## src/rtl/booth_mul_arbiter.sv

```systemverilog
// Round-robin arbiter sharing one radix-4 Booth 8x8 signed multiplier among N_REQ requesters.
// Latency: operands accepted in cycle t are registered at edge t+1; the product is valid after edge t+2.
// Backpressure: a stalled result (res_valid && !res_ready) freezes both stages and drops every req_ready bit.
module booth_mul_arbiter #(
    parameter int N_REQ = 4,
    parameter int IDW   = 2
) (
    input  logic                 clk,
    input  logic                 reset,
    input  logic [N_REQ-1:0]     req_valid,
    input  logic [8*N_REQ-1:0]   req_a,
    input  logic [8*N_REQ-1:0]   req_b,
    output logic [N_REQ-1:0]     req_ready,
    output logic                 res_valid,
    input  logic                 res_ready,
    output logic [15:0]          res_data,
    output logic [IDW-1:0]       res_id,
    output logic                 busy
);

    logic               pipe_en;
    logic               hs;
    logic [N_REQ-1:0]   grant;
    logic [IDW-1:0]     grant_idx;
    logic [IDW-1:0]     cand;
    logic               found;
    logic [IDW-1:0]     last_q, last_d;

    logic [7:0]         op_a, op_b;
    logic [8:0]         b_ext;
    logic [2:0]         trip;
    logic [8:0]         mag;
    logic [8:0]         pp_raw [4];
    logic [3:0]         neg_d, neg_q;
    logic [11:0]        pp0_d, pp0_q;
    logic [9:0]         pp1_d, pp1_q;
    logic [9:0]         pp2_d, pp2_q;
    logic [9:0]         pp3_d, pp3_q;
    logic [IDW-1:0]     s1_id_q;
    logic               s1_valid_q;

    logic [16:0]        sum_d;
    logic               res_valid_q;
    logic [15:0]        res_data_q;
    logic [IDW-1:0]     res_id_q;

    assign pipe_en = !res_valid_q || res_ready;

    // Round-robin search starting just after the last granted requester.
    always_comb begin
        grant     = '0;
        grant_idx = '0;
        found     = 1'b0;
        cand      = '0;
        for (int k = 1; k <= N_REQ; k++) begin
            cand = IDW'((int'(last_q) + k) % N_REQ);
            if (!found && req_valid[cand]) begin
                found       = 1'b1;
                grant[cand] = 1'b1;
                grant_idx   = cand;
            end
        end
    end

    // Accept is qualified by a free pipeline and forced low while reset is held.
    always_comb begin
        req_ready = reset ? (grant & {N_REQ{pipe_en}}) : '0;
        hs        = |(req_valid & req_ready);
        last_d    = hs ? grant_idx : last_q;
    end

    // Booth PPG: each digit selects 0, a or 2a; negative digits are one's-complemented
    // here and the +1 is carried separately in neg. The inverted-sign MSBs plus the
    // constant added in stage 2 replace full sign extension of each partial product.
    always_comb begin
        op_a  = req_a[{grant_idx, 3'b000} +: 8];
        op_b  = req_b[{grant_idx, 3'b000} +: 8];
        b_ext = {op_b, 1'b0};
        trip  = '0;
        mag   = '0;
        neg_d = '0;
        for (int j = 0; j < 4; j++) begin
            trip = b_ext[2*j +: 3];
            case (trip)
                3'b001, 3'b010, 3'b101, 3'b110: mag = {op_a[7], op_a};
                3'b011, 3'b100:                 mag = {op_a, 1'b0};
                default:                        mag = '0;
            endcase
            neg_d[j]  = trip[2] & ~(trip[1] & trip[0]);
            pp_raw[j] = neg_d[j] ? ~mag : mag;
        end
        pp0_d = {~pp_raw[0][8], pp_raw[0][8], pp_raw[0][8], pp_raw[0]};
        pp1_d = {~pp_raw[1][8], pp_raw[1]};
        pp2_d = {~pp_raw[2][8], pp_raw[2]};
        pp3_d = {~pp_raw[3][8], pp_raw[3]};
    end

    // Arbitration pointer; starts at N_REQ-1 so requester 0 wins first.
    always_ff @(posedge clk or negedge reset) begin
        if (!reset) last_q <= IDW'(N_REQ - 1);
        else        last_q <= last_d;
    end

    // Stage 1: capture partial products of the accepted pair.
    always_ff @(posedge clk or negedge reset) begin
        if (!reset) begin
            s1_valid_q <= 1'b0;
            s1_id_q    <= '0;
            pp0_q      <= '0;
            pp1_q      <= '0;
            pp2_q      <= '0;
            pp3_q      <= '0;
            neg_q      <= '0;
        end else if (pipe_en) begin
            s1_valid_q <= hs;
            if (hs) begin
                s1_id_q <= grant_idx;
                pp0_q   <= pp0_d;
                pp1_q   <= pp1_d;
                pp2_q   <= pp2_d;
                pp3_q   <= pp3_d;
                neg_q   <= neg_d;
            end
        end
    end

    // Weighted sum of the partial products; 17'h15000 cancels the sign-extension offsets mod 2^17.
    always_comb begin
        sum_d = {5'b0, pp0_q}
              + {5'b0, pp1_q, 2'b0}
              + {3'b0, pp2_q, 4'b0}
              + {1'b0, pp3_q, 6'b0}
              + {16'b0, neg_q[0]}
              + {14'b0, neg_q[1], 2'b0}
              + {12'b0, neg_q[2], 4'b0}
              + {10'b0, neg_q[3], 6'b0}
              + 17'h15000;
    end

    // Stage 2: output register; data/id only move when a valid pair arrives.
    always_ff @(posedge clk or negedge reset) begin
        if (!reset) begin
            res_valid_q <= 1'b0;
            res_data_q  <= '0;
            res_id_q    <= '0;
        end else if (pipe_en) begin
            res_valid_q <= s1_valid_q;
            if (s1_valid_q) begin
                res_data_q <= sum_d[15:0];
                res_id_q   <= s1_id_q;
            end
        end
    end

    assign res_valid = res_valid_q;
    assign res_data  = res_data_q;
    assign res_id    = res_id_q;
    assign busy      = s1_valid_q || res_valid_q;

endmodule

```

## config.mk

```make
export PLATFORM = sky130hd
export DESIGN_NAME = booth_mul_arbiter
export DESIGN_NICKNAME = d
export VERILOG_FILES = /design/src/rtl/booth_mul_arbiter.sv
export SDC_FILE = /design/constraint.sdc
export NUM_CORES = 1
export LEC_CHECK = 0
export ABC_AREA = 1
export CAP_MARGIN = 10
export CORE_MARGIN = 4
export CORE_UTILIZATION = 45
export CTS_BUF_LIST = sky130_fd_sc_hd__clkbuf_8
export DETAILED_ROUTE_END_ITERATION = 8
export DONT_BUFFER_PORTS = 1
export GPL_TIMING_DRIVEN = 0
export PLACE_DENSITY_LB_ADDON = 0.12
export SYNTH_ARGS = -nofsm -noshare
export SYNTH_HDL_FRONTEND = slang
export SYNTH_SLANG_ARGS = --single-unit
```

## constraint.sdc

```tcl
create_clock -name clk -period 4.26 [get_ports clk]
set_input_delay 0.213 -clock clk [delete_from_list [all_inputs] [get_ports clk]]
set_output_delay 0.213 -clock clk [all_outputs]
set_load 0.005 [all_outputs]
```

## Yosys cells after proc, flatten, opt, wreduce, memory -nomap -nowiden

Index checks and enable logic that the tools add are counted.

- Register bits after elaboration: 70
- Input bits: 71
- Output and inout bits: 24
- Logic and storage cells: 135

- Add/sub/neg operators: 12
- $lt $le $gt $ge: 8
- Equality and inequality tests: 21
- Shifts and indexed selects: 2
- Mux-type cells: 36
- Bitwise operators: 22
- Reduce and logical (&&, ||, !) cells: 23

Operator list:

| kind | number |
|---|---|
| 9-bit one-hot mux with 2 select lines | 4 |
| 32-bit by 6-bit variable part select with 8-bit output | 2 |
| 9-bit two-way mux | 4 |
| 9-bit NOT | 4 |
| 3-bit == test (second input constant) | 9 |
| 4-bit two-way mux | 5 |
| 3-bit by 2-bit == test with 1-bit output (second input constant) | 6 |
| 15-bit by 16-bit adder with 16-bit output | 1 |
| 16-bit by 1-bit adder with 16-bit output | 1 |
| 16-bit by 15-bit adder with 16-bit output (second input constant) | 1 |
| 16-bit by 3-bit adder with 16-bit output | 1 |
| 16-bit by 5-bit adder with 16-bit output | 1 |
| 16-bit by 7-bit adder with 16-bit output | 1 |
| 4-bit OR reduction | 4 |
| 13-bit by 14-bit adder with 15-bit output | 1 |
| 12-bit by 12-bit adder with 13-bit output | 1 |
| 2-bit by 3-bit < comparator with 1-bit output (second input constant) | 4 |
| 4-bit bitwise OR | 3 |
| 1-bit two-way mux | 11 |
| 3-bit by 1-bit == test with 1-bit output (second input constant) | 3 |
| 4-bit bitwise AND | 2 |
| 1-bit binary-select mux with 2-bit select | 4 |
| 1-bit demux with 2-bit select | 4 |
| 2-bit by 1-bit greater-or-equal comparator with 1-bit output (second input constant) | 4 |
| other kinds (12) | 43 |

## Longest topological paths before layout

Gate-level depths: netlist of run 1.

- Word-level depth: 20
- Gate-level depth with buffers: 22
- Depth with buffers taken out: 21

## Worst setup path before layout of run 1

OpenSTA, ideal clock, no wires.

- Path type: reg2reg
- Start point: register pp0_q[6]
- End point: register res_data_q[15] (netlist: res_data[15])
- Library setup time: 118 ps
- Arrival: 3258 ps
- Slack: 884 ps
- Stages on the path, launching flop included: 18
- Path buffers: 0
- Clock period less this slack: 3376 ps
- Cells stage by stage: dfrtp_1 > inv_1 > fa_1 > fa_1 > inv_1 > fa_1 > ha_1 > a21oi_1 > nand2_1 > nand2_1 > nand2_1 > a31oi_1 > o21bai_1 > nand2_1 > nand2_1 > or2_2 > nand3_1 > nand2_1

- Word-level cells in the longest chain between the ends: 8

RTL lines:

| item | line | source |
|---|---|---|
| start: declaration | 35 | `logic [11:0] pp0_d, pp0_q;` |
| start signal: assignment | 118 | `pp0_q <= pp0_d;` |
| 12-bit by 12-bit adder with 13-bit output | 130 | `+ {5'b0, pp1_q, 2'b0}` |
| 13-bit by 14-bit adder with 15-bit output | 131 | `+ {3'b0, pp2_q, 4'b0}` |
| 15-bit by 16-bit adder with 16-bit output | 132 | `+ {1'b0, pp3_q, 6'b0}` |
| 16-bit by 1-bit adder with 16-bit output | 133 | `+ {16'b0, neg_q[0]}` |
| 16-bit by 3-bit adder with 16-bit output | 134 | `+ {14'b0, neg_q[1], 2'b0}` |
| 16-bit by 5-bit adder with 16-bit output | 135 | `+ {12'b0, neg_q[2], 4'b0}` |
| 16-bit by 7-bit adder with 16-bit output | 136 | `+ {10'b0, neg_q[3], 6'b0}` |
| 16-bit by 15-bit adder with 16-bit output | 137 | `+ 17'h15000;` |
| end signal: assignment | 149 | `res_data_q <= sum_d[15:0];` |
| end: declaration | 44 | `logic [15:0] res_data_q;` |

Every way passes these cells.
A chain may end at the register's enable or synchronous reset.

## Final worst setup path of run 1

- Start point: register pp1_q[4]
- End point: register res_data_q[15] (netlist: res_data[15])

- Word-level cells in the longest chain between the ends: 8

RTL lines:

| item | line | source |
|---|---|---|
| start: declaration | 36 | `logic [9:0] pp1_d, pp1_q;` |
| start signal: assignment | 119 | `pp1_q <= pp1_d;` |
| 12-bit by 12-bit adder with 13-bit output | 130 |  |
| 13-bit by 14-bit adder with 15-bit output | 131 |  |
| 15-bit by 16-bit adder with 16-bit output | 132 |  |
| 16-bit by 1-bit adder with 16-bit output | 133 |  |
| 16-bit by 3-bit adder with 16-bit output | 134 |  |
| 16-bit by 5-bit adder with 16-bit output | 135 |  |
| 16-bit by 7-bit adder with 16-bit output | 136 |  |
| 16-bit by 15-bit adder with 16-bit output | 137 |  |

Every way passes these cells.

==> run metrics, run 1 <==
Tmin final 3.65 ns; drt wl/cell between 15 and 20 um; crit end category register; Total GRT Usage 0.223; ys async rst share 1.00; CTS resizes 0; hold buffer count at cts 2; Initial Util 0.467; Max Clock Skew approximately 0.012 ns; Post-Syn Area 0.00596 mm^2; # rows 41; drt pass-1 iters 5; Layout area overhead 7.12%; Fill cells between 1000 and 1500; largest net degree at the start of global routing 69; dominant cell type by area after synthesis dfrtp_1; commonest cells after routing, fill and taps aside nand2_1, nand3_1, inv_1; Synth Register Bits 68; HPWL after DPL roughly 13 mm; DR vias approximately 5600; gpl congestion about 0.92; Hold Path Class in -> reg; final-report setup violation count 0; DRC viols 0; status complete, no violations; Post-Syn Instances 857; # IOs 95; die area around 0.015 mm^2; dominant cells by area after synthesis dfrtp_1, nand2_1, nand3_1; post-layout instance area ~0.0064 mm^2; worst-margin pin slew ~0.6 ns; die width about 120 um; slowest CP cell fa_1; total gr overflow 0; Slew HR 0.598; Non-Filler Instances around 1000; critical path's most frequent cell nand2_1; Critical Path RT 4.51 ns; Clock Sinks just under 70; post-CTS setup buffers 0; vias in the first global route around 5400; unrepaired setup endpoints after global routing false; placed instance area 0.00617 mm^2; count of cell types in the netlist 43; share of cells above drive strength 1 0.0961; FMAX 274 MHz; fin crit share 0.857; CP Data Arrival Time 3.90 ns; CP max stage delay between 0.5 and 0.6 ns; drt via density approximately 5.3; first-pass GRT wire length between 20 and 30 mm; setup TNS 0 ns; prevailing post-synth register cell dfrtp_1; Clock Latency Late Sink between 0.3 and 0.4 ns; core area roughly 0.013 mm^2; Worst-path clk slew around 0.08 ns; CTS H-tree depth 3; Critical Path Fanout Max 4; CP Launch Type register; post-synthesis sequential area ratio 0.286; top-area cell type share of the netlist area 0.277; Detail Route Antenna Nets 0; CTS tree yes; 1st-iter DRT viols around 370; # nets final 999; Synth Net Count 986; CTS buffer count 9; total wire length between 15 and 20 mm; crit path kind reg -> reg; Yosys warning count 0; die height approximately 120 um; final hold vios 0; root buf cell clkbuf_8; initial antenna violation count 0; Mean Syn Cell Area between 6 and 7 um^2; number of synthesized flops with an enable pin 0; Final Max Slew Viols 0; critical path, cell by cell inv_1, fa_1, fa_1, inv_1, fa_1, ha_1, a21oi_1, nand2_1, nand2_1, nand2_1, a31oi_1, o21bai_1, nand2_1, nand2_1, or2_2, nand3_1, nand2_1; commonest non-fill, non-tap cell in the layout nand2_1; max_cap viols 0; Longest Clk Path Bufs 2; # port buffers 0; post-placement cell count around 1000
==> cells by family after synthesis <==
group,after synthesis,synth area share
AOI/OAI and AO/OA,94,0.0926
adders and majority gates,58,0.143
and+or+nand+nor,502,0.371
DFF,68,0.286
buffers and inverters,123,0.0892
xor gates and xnor gates,12,0.0176
==> layout make-up <==
class | instances | area [um^2] | area share
multi-input cells | 666 | 3720 | 0.583
repair buffers | 2 | 37.5 | 0.00588
flip-flops and latches | 68 | 1700 | 0.267
clock buffers | 10 | 138 | 0.0216
plain buffers | 28 | 175 | 0.0274
diodes | 1 | 2.50 | 0.000392
well taps | 172 | 215 | 0.0337
clock inverters | 5 | 31.3 | 0.00490
inverters | 95 | 357 | 0.0559
==> Yosys cell counts (2+ instances only) <==
master    instances
o21ai_0          41
nand3_1         118
a21oi_1          18
nand2_2          12
a22oi_1           4
nand2_1         334
nor2_1           13
o21a_1            6
inv_2            11
buf_6             6
inv_1            84
dfrtp_1          66
buf_1             2
xor2_1            7
o21ai_1           9
ha_1             41
nand2_4           8
fa_1             17
dfstp_2           2
o21ai_2           2
clkbuf_1         10
buf_4             5
xnor2_1           5
a31oi_1           3
a21boi_0          2
nand3_2           4
buf_2             5
o21bai_1          2
nor2_4            3
or2_2             4
==> metal layers <==
metal | wire, um | vias to the layer above | track usage
met2 | 7610 | 175 | 0.359
met4 | 267 | 0 | 0.0685
met3 | 914 | 17 | 0.0329
met1 | 7550 | 2618 | 0.313
li1 | - | 2763 | -
met5 | 0 | - | 0
==> worst paths after layout <==
path                                 to  depth (start not counted)  slack (ns)  startpoint
max                        res_data[15]                         17        0.61    pp1_q[4]
max reg2reg                res_data[15]                         17        0.61    pp1_q[4]
min in group asynchronous   res_data[4]                          2        0.39       reset
min reg2reg                    pp2_q[0]                          2        0.50    pp2_q[0]
min                           res_valid                          3        0.07   res_ready
max in group asynchronous     last_q[1]                          2        3.52       reset
==> per-stage QoR <==
stage | hold WS (ns) | setup WS [ns] | util
after floorplan | -0.0826 | 0.884 | -
after global placement | -0.0809 | 0.639 | 0.483
after detailed placement | -0.0808 | 0.597 | 0.483
after CTS | 0.0476 | 0.594 | 0.500
after global routing | 0.0754 | 0.311 | 0.500
final | 0.0677 | 0.611 | 0.500
==> critical path, delay by kind of cell, from the launching register on <==
kind,cells,cell delay (ns)
buffers and inverters,2,0.16
AO/OA/AOI/OAI,3,0.50
flip-flops,1,0.36
AND/OR/NAND/NOR,8,0.78
adder cells (fa/ha/maj),4,1.75
==> sequential cells by signal (all words and copies together) (netlist names) <==
register,count
last_q,2
neg_q,4
pp0_q,10
pp1_q,10
pp2_q,10
pp3_q,10
res_data,16
res_id,2
res_valid,1
s1_id_q,2
s1_valid_q,1
Power of run 1 is left out: the tool's default activity adds up to more than one toggle a clock period on the data nets, which glitch-free logic cannot reach.
==> inputs of run 2 (changes only) <==
Settings changed: REMOVE_ABC_BUFFERS set to 1.
==> run 2 against run 1 <==
Against the previous run:
- sequential share of layout area is 0.38 points higher
- register-to-register slack worse by 0.35 ns
- cell area shrank 1.4%
- wire length is 7.1% lower
- hold slack got worse by 0.015 ns
- die area unchanged
- utilization down 0.71 points
- sequential cell count unchanged
- count of clock-buffer cells in the layout decreased by 1
- non-clock buffer count down 28
==> run metrics, run 2 (synthesis gave the netlist of run 1 again) <==
Critical Path Stages 20 (+3); CTS buffer count 9 (unchanged); Critical Path RT 4.50 ns (about the same); FMAX 250 MHz (-8.8%); CTS tree yes; critical path's top delay family simple AND/OR/NAND/NOR gates; max FFs per register 16 (unchanged); # rows 41 (unchanged); Longest Clk Path Bufs 2 (unchanged); root buf cell clkbuf_8; placed instance area 0.00600 mm^2 (-2.8%); # IOs 95 (unchanged); reg-to-reg startpoint last_q[0]; DR vias 5359 (-3.8%); worst setup path endpoint pp1_q[4]; final worst slack 0.260 ns (-0.351 ns); Detail Route Antenna Nets 0 (unchanged); Clock Latency Late Sink 0.35 ns (about the same); crit path kind reg -> reg; share of cells above drive strength 1 0.0872 (-0.00895); slowest CP cell dfstp_2; Initial Util 0.467 (unchanged); 1st-iter DRT viols 460 (+24%); Sequential cell area 0.00170 mm^2 (unchanged); Max Clock Skew 0.0150 ns (+0.00280 ns); unrepaired setup endpoints after global routing false; critical path's most frequent cell nand2_1; Critical Path Fanout Max 71 (+67); die area 0.0151 mm^2 (unchanged); setup TNS 0 ns (unchanged); Slew HR 0.449 (-0.149); drt via density 5.25 (-1.4%); Setup WS pre-CTS -0.138 ns (-0.736 ns); status complete, no violations; vias in the first global route 5146 (-4.4%); commonest cells after routing, fill and taps aside nand2_1, nand3_1, inv_1; # nets final 973 (-2.6%); n_diodes 0 (-1); Worst-path clk slew 0.09 ns (about the same); worst reg2reg setup slack 0.26 ns (-0.35 ns); max_cap viols 0 (unchanged); critical path, cell by cell inv_2, ha_1, inv_1, nand2_2, nand2_4, inv_2, nand3_2, inv_2, nand3_1, nand3_1, nand2_1, inv_1, nand2_1, nand2_1, nor2_4, inv_4, nand2_2, o21ai_0, nand2_1, nand2_1; worst r2r dst pp1_q[4]; Total GRT Usage 0.210 (-0.0130); total gr overflow 0 (unchanged); die width 123 um (unchanged); CP Launch Type register; post-CTS setup buffers 0 (unchanged); crit end category register; Clock Sinks 68 (unchanged); drt pass-1 iters 5 (unchanged); Final Max Slew Viols 0 (unchanged); # port buffers 0 (unchanged); drt wl/cell 14.9 um (-4.7%); crit path launch last_q[0]; r2r worst-path depth 20 (+3); post-layout instance area 0.00629 mm^2 (-1.4%); fin crit share 0.939 (+0.0824); CTS H-tree depth 3 (unchanged); DRC viols 0 (unchanged); gpl congestion 0.825 (-11%); area of the multi-input gates 0.00378 mm^2 (+1.5%); Hold Path Class in -> reg; Layout area overhead 5.61%; core area 0.0128 mm^2 (unchanged); Fill cells 1276 (-3.4%); CP Buf/Inv Count 6 (+4); final-report setup violation count 0 (unchanged); initial antenna violation count 0 (unchanged); commonest non-fill, non-tap cell in the layout nand2_1; CP Data Arrival Time 4.24 ns (+0.34 ns); worst-margin pin slew 0.825 ns (+0.222 ns); first-pass GRT wire length 25.3 mm (-5.4%); largest net degree at the start of global routing 72 (+4.3%); final hold vios 0 (unchanged); CP max stage delay 0.71 ns (+0.20 ns); Tmin final 4.00 ns (+0.351 ns); total wire length 15.2 mm (-7.1%); HPWL after DPL 11.2 mm (-12%); die height 123 um (unchanged)
-- run 2: metrics by stage --
stage / util / hold WS [ns] / cells
detailed placement: 0.470 / -0.0807 / 1001
global route: 0.493 / 0.0823 / 1021
finish: 0.493 / 0.0527 / 1021
CTS: 0.490 / 0.0345 / 1019
global placement: 0.470 / -0.0807 / 1001
floorplan: - / -0.0826 / 829
-- run 2: worst min path at each step --
stage / cells after the start / slack (ns) / startpoint / to
finish: 3 / 0.05 / res_ready / res_valid
detailed placement: 0 / -0.08 / reset / res_id[1]
CTS: 3 / 0.03 / res_ready / res_valid
global route: 3 / 0.08 / res_ready / res_valid
floorplan: 0 / -0.08 / reset / neg_q[0]
global placement: 0 / -0.08 / reset / res_id[0]
-- run 2: worst min-delay path, delay by kind of cell --
family	cells	cell delay (ns)
AND/OR/NAND/NOR	2	0.09
buffers and inverters	1	0.06
-- run 2: routing by layer --
metal | vias up | track usage | routed length, um
met4 | 0 | 0.0540 | 192
met5 | - | 0 | 0
li1 | 2721 | - | -
met2 | 180 | 0.324 | 6600
met1 | 2443 | 0.308 | 7520
met3 | 15 | 0.0352 | 870
-- run 2: layout make-up --
cell class,instances,area share
multi-input cells,668,0.601
flip-flops and latches,68,0.271
inverters,95,0.0571
well taps,172,0.0342
clock buffers,9,0.0197
clock inverters,7,0.0117
repair buffers,2,0.00596
-- run 2: what timing repair did --
item                       4_1_cts  5_1_grt
hold endpoints to repair        68        0
cloned                           0        2
hold buffers                     2        0
setup endpoints to repair       19       41
resized for setup                3        4
pin swaps                        0        3
Power of run 2 is left out for the same reason.
==> inputs of run 3 (changes only) <==
Settings changed: SETUP_SLACK_MARGIN set to 0.3.
==> run 3 against run 2 <==
Against the previous run:
- sequential share of layout area shrank 0.78 points
- register-to-register slack gained 0.31 ns
- cell area up 3.2%
- clock skew hardly changed
- hold slack worse by 0.0056 ns
- count of clock-buffer cells in the layout unchanged
- via count rose by 2.8%
- non-clock buffer count rose by 12
- sequential cell count is the same
- largest cell class unchanged
==> run metrics, run 3 (synthesis gave the netlist of run 1 again) <==
first-pass GRT wire length 25.7 mm (+1.5%); CTS tree yes; Clock Sinks 68 (unchanged); CTS buffer count 9 (unchanged); # rows 41 (unchanged); setup TNS 0 ns (unchanged); r2r worst-path depth 20 (unchanged); # nets final 988 (+1.5%); commonest non-fill, non-tap cell in the layout nand2_1; DR vias 5511 (+2.8%); Finished Core Util 0.508 (+0.0157); Critical Path RT 4.50 ns (about the same); total gr overflow 0 (unchanged); Clock Latency Late Sink 0.36 ns (about the same); HPWL after DPL 11.2 mm (unchanged); FMAX 271 MHz (+8.5%); total wire length 15.9 mm (+4.7%); largest net degree at the start of global routing 72 (unchanged); # IOs 95 (unchanged); Longest Clk Path Bufs 2 (unchanged); Final Max Slew Viols 0 (unchanged); Initial Util 0.467 (unchanged); Detail Route Antenna Nets 0 (unchanged); # port buffers 0 (unchanged); root buf cell clkbuf_8; final hold vios 0 (unchanged); Hold Path Class in -> reg; critical path, cell by cell inv_2, ha_2, inv_1, nand2_2, nand2_4, inv_2, nand3_2, inv_2, nand2_2, a21oi_4, buf_12, nand2_1, nand2_2, nand2_2, nand2_4, nor2_2, inv_1, o21ai_0, nand2_1, nand2_1; crit path kind reg -> reg; Slew HR 0.452 (+0.00290); CP Launch Type register; DRC viols 0 (unchanged); worst r2r dst pp2_q[2]; Non-Filler Instances 1036 (+1.5%); die height 123 um (unchanged); worst-margin pin slew 0.821 ns (-0.00435 ns); CP Data Arrival Time 3.92 ns (-0.32 ns); drt via density 5.32 (+1.3%); unrepaired setup endpoints after global routing false; core area 0.0128 mm^2 (unchanged); drt pass-1 iters 7 (+2); vias in the first global route 5194 (+0.93%); fin crit share 0.866 (-0.0732); max_cap viols 0 (unchanged); post-layout instance area 0.00649 mm^2 (+3.2%); n_diodes 0 (unchanged); Max Clock Skew 0.0148 ns (-0.000216 ns); cell count of the worst hold path 3 (unchanged); crit end category register; die width 123 um (unchanged); placed instance area 0.00600 mm^2 (unchanged); share of cells above drive strength 1 0.110 (+0.0228); max FFs per register 16 (unchanged); CTS H-tree depth 3 (unchanged); status complete, no violations; Worst-path clk slew 0.09 ns (about the same); Hold Path End res_valid; Tmin final 3.69 ns (-0.312 ns); final-report setup violation count 0 (unchanged); commonest cells after routing, fill and taps aside nand2_1, nand3_1, inv_1; HP Start res_ready; drt wl/cell 15.3 um (+3.2%); slowest CP cell dfstp_4; worst reg2reg setup slack 0.57 ns (+0.31 ns); post-placement cell count 1001 (unchanged); 1st-iter DRT viols 481 (+4.6%); critical path's most frequent cell nand2_2; initial antenna violation count 0 (unchanged); gpl congestion 0.825 (unchanged); Layout area overhead 8.96%; Critical Path Fanout Max 12 (-83%); die area 0.0151 mm^2 (unchanged); reg-to-reg startpoint last_q[0]; Total GRT Usage 0.215 (+0.00427); CP max stage delay 0.74 ns (+0.03 ns)
[run 3: worst max path at each step]
stage / startpoint / end / slack, ns
final: last_q[0] / pp2_q[2] / 0.57
after detailed placement: last_q[0] / pp1_q[3] / -0.14
after CTS: last_q[0] / pp2_q[2] / 0.29
after global placement: last_q[0] / pp1_q[4] / -0.22
after global routing: pp0_q[6] / res_data[15] / 0.34
after floorplan: last_q[0] / pp1_q[3] / 0.63
[run 3: cell type report]
| cell class | instances | area (um^2) |
|---|---|---|
| inverter | 95 | 362 |
| clock inverter | 7 | 73.8 |
| fill | 1265 | 6280 |
| tap | 172 | 215 |
| multi-input combinational | 671 | 3860 |
| sequential | 68 | 1710 |
| timing repair buffer | 14 | 153 |
| clock buffer | 9 | 124 |
[run 3: worst max-delay path, delay by kind of cell, from the launching register on]
| family | cells | cell delay [ns] |
|---|---|---|
| simple gates | 11 | 1.20 |
| buf+inv | 6 | 0.85 |
| flops | 1 | 0.74 |
| fa+ha+maj | 1 | 0.40 |
| compound gates | 2 | 0.35 |
[run 3: stage by stage]
stage	hold WS [ns]	worst slack, ns
2_1_floorplan	-0.0826	0.628
3_3_place_gp	-0.0807	-0.222
3_5_place_dp	-0.0807	-0.138
4_1_cts	0.0345	0.290
5_1_grt	0.0823	0.345
6_report	0.0471	0.572
[run 3: layer usage]
layer | part of all wire | GRT usage | wire, um
met4 | 0.018 | 0.0616 | 291
met1 | 0.49 | 0.312 | 7830
met5 | 0 | 0 | 0
met3 | 0.058 | 0.0357 | 929
met2 | 0.43 | 0.331 | 6850
[run 3: repair_timing]
item	4_1_cts	5_1_grt
hold endpoints to repair	68	0
gates cloned	1	4
gates resized for setup	6	14
pin swaps	2	4
hold buffers	2	0
setup endpoints to repair	47	47
setup buffers	0	12
Power of run 3 is left out for the same reason.
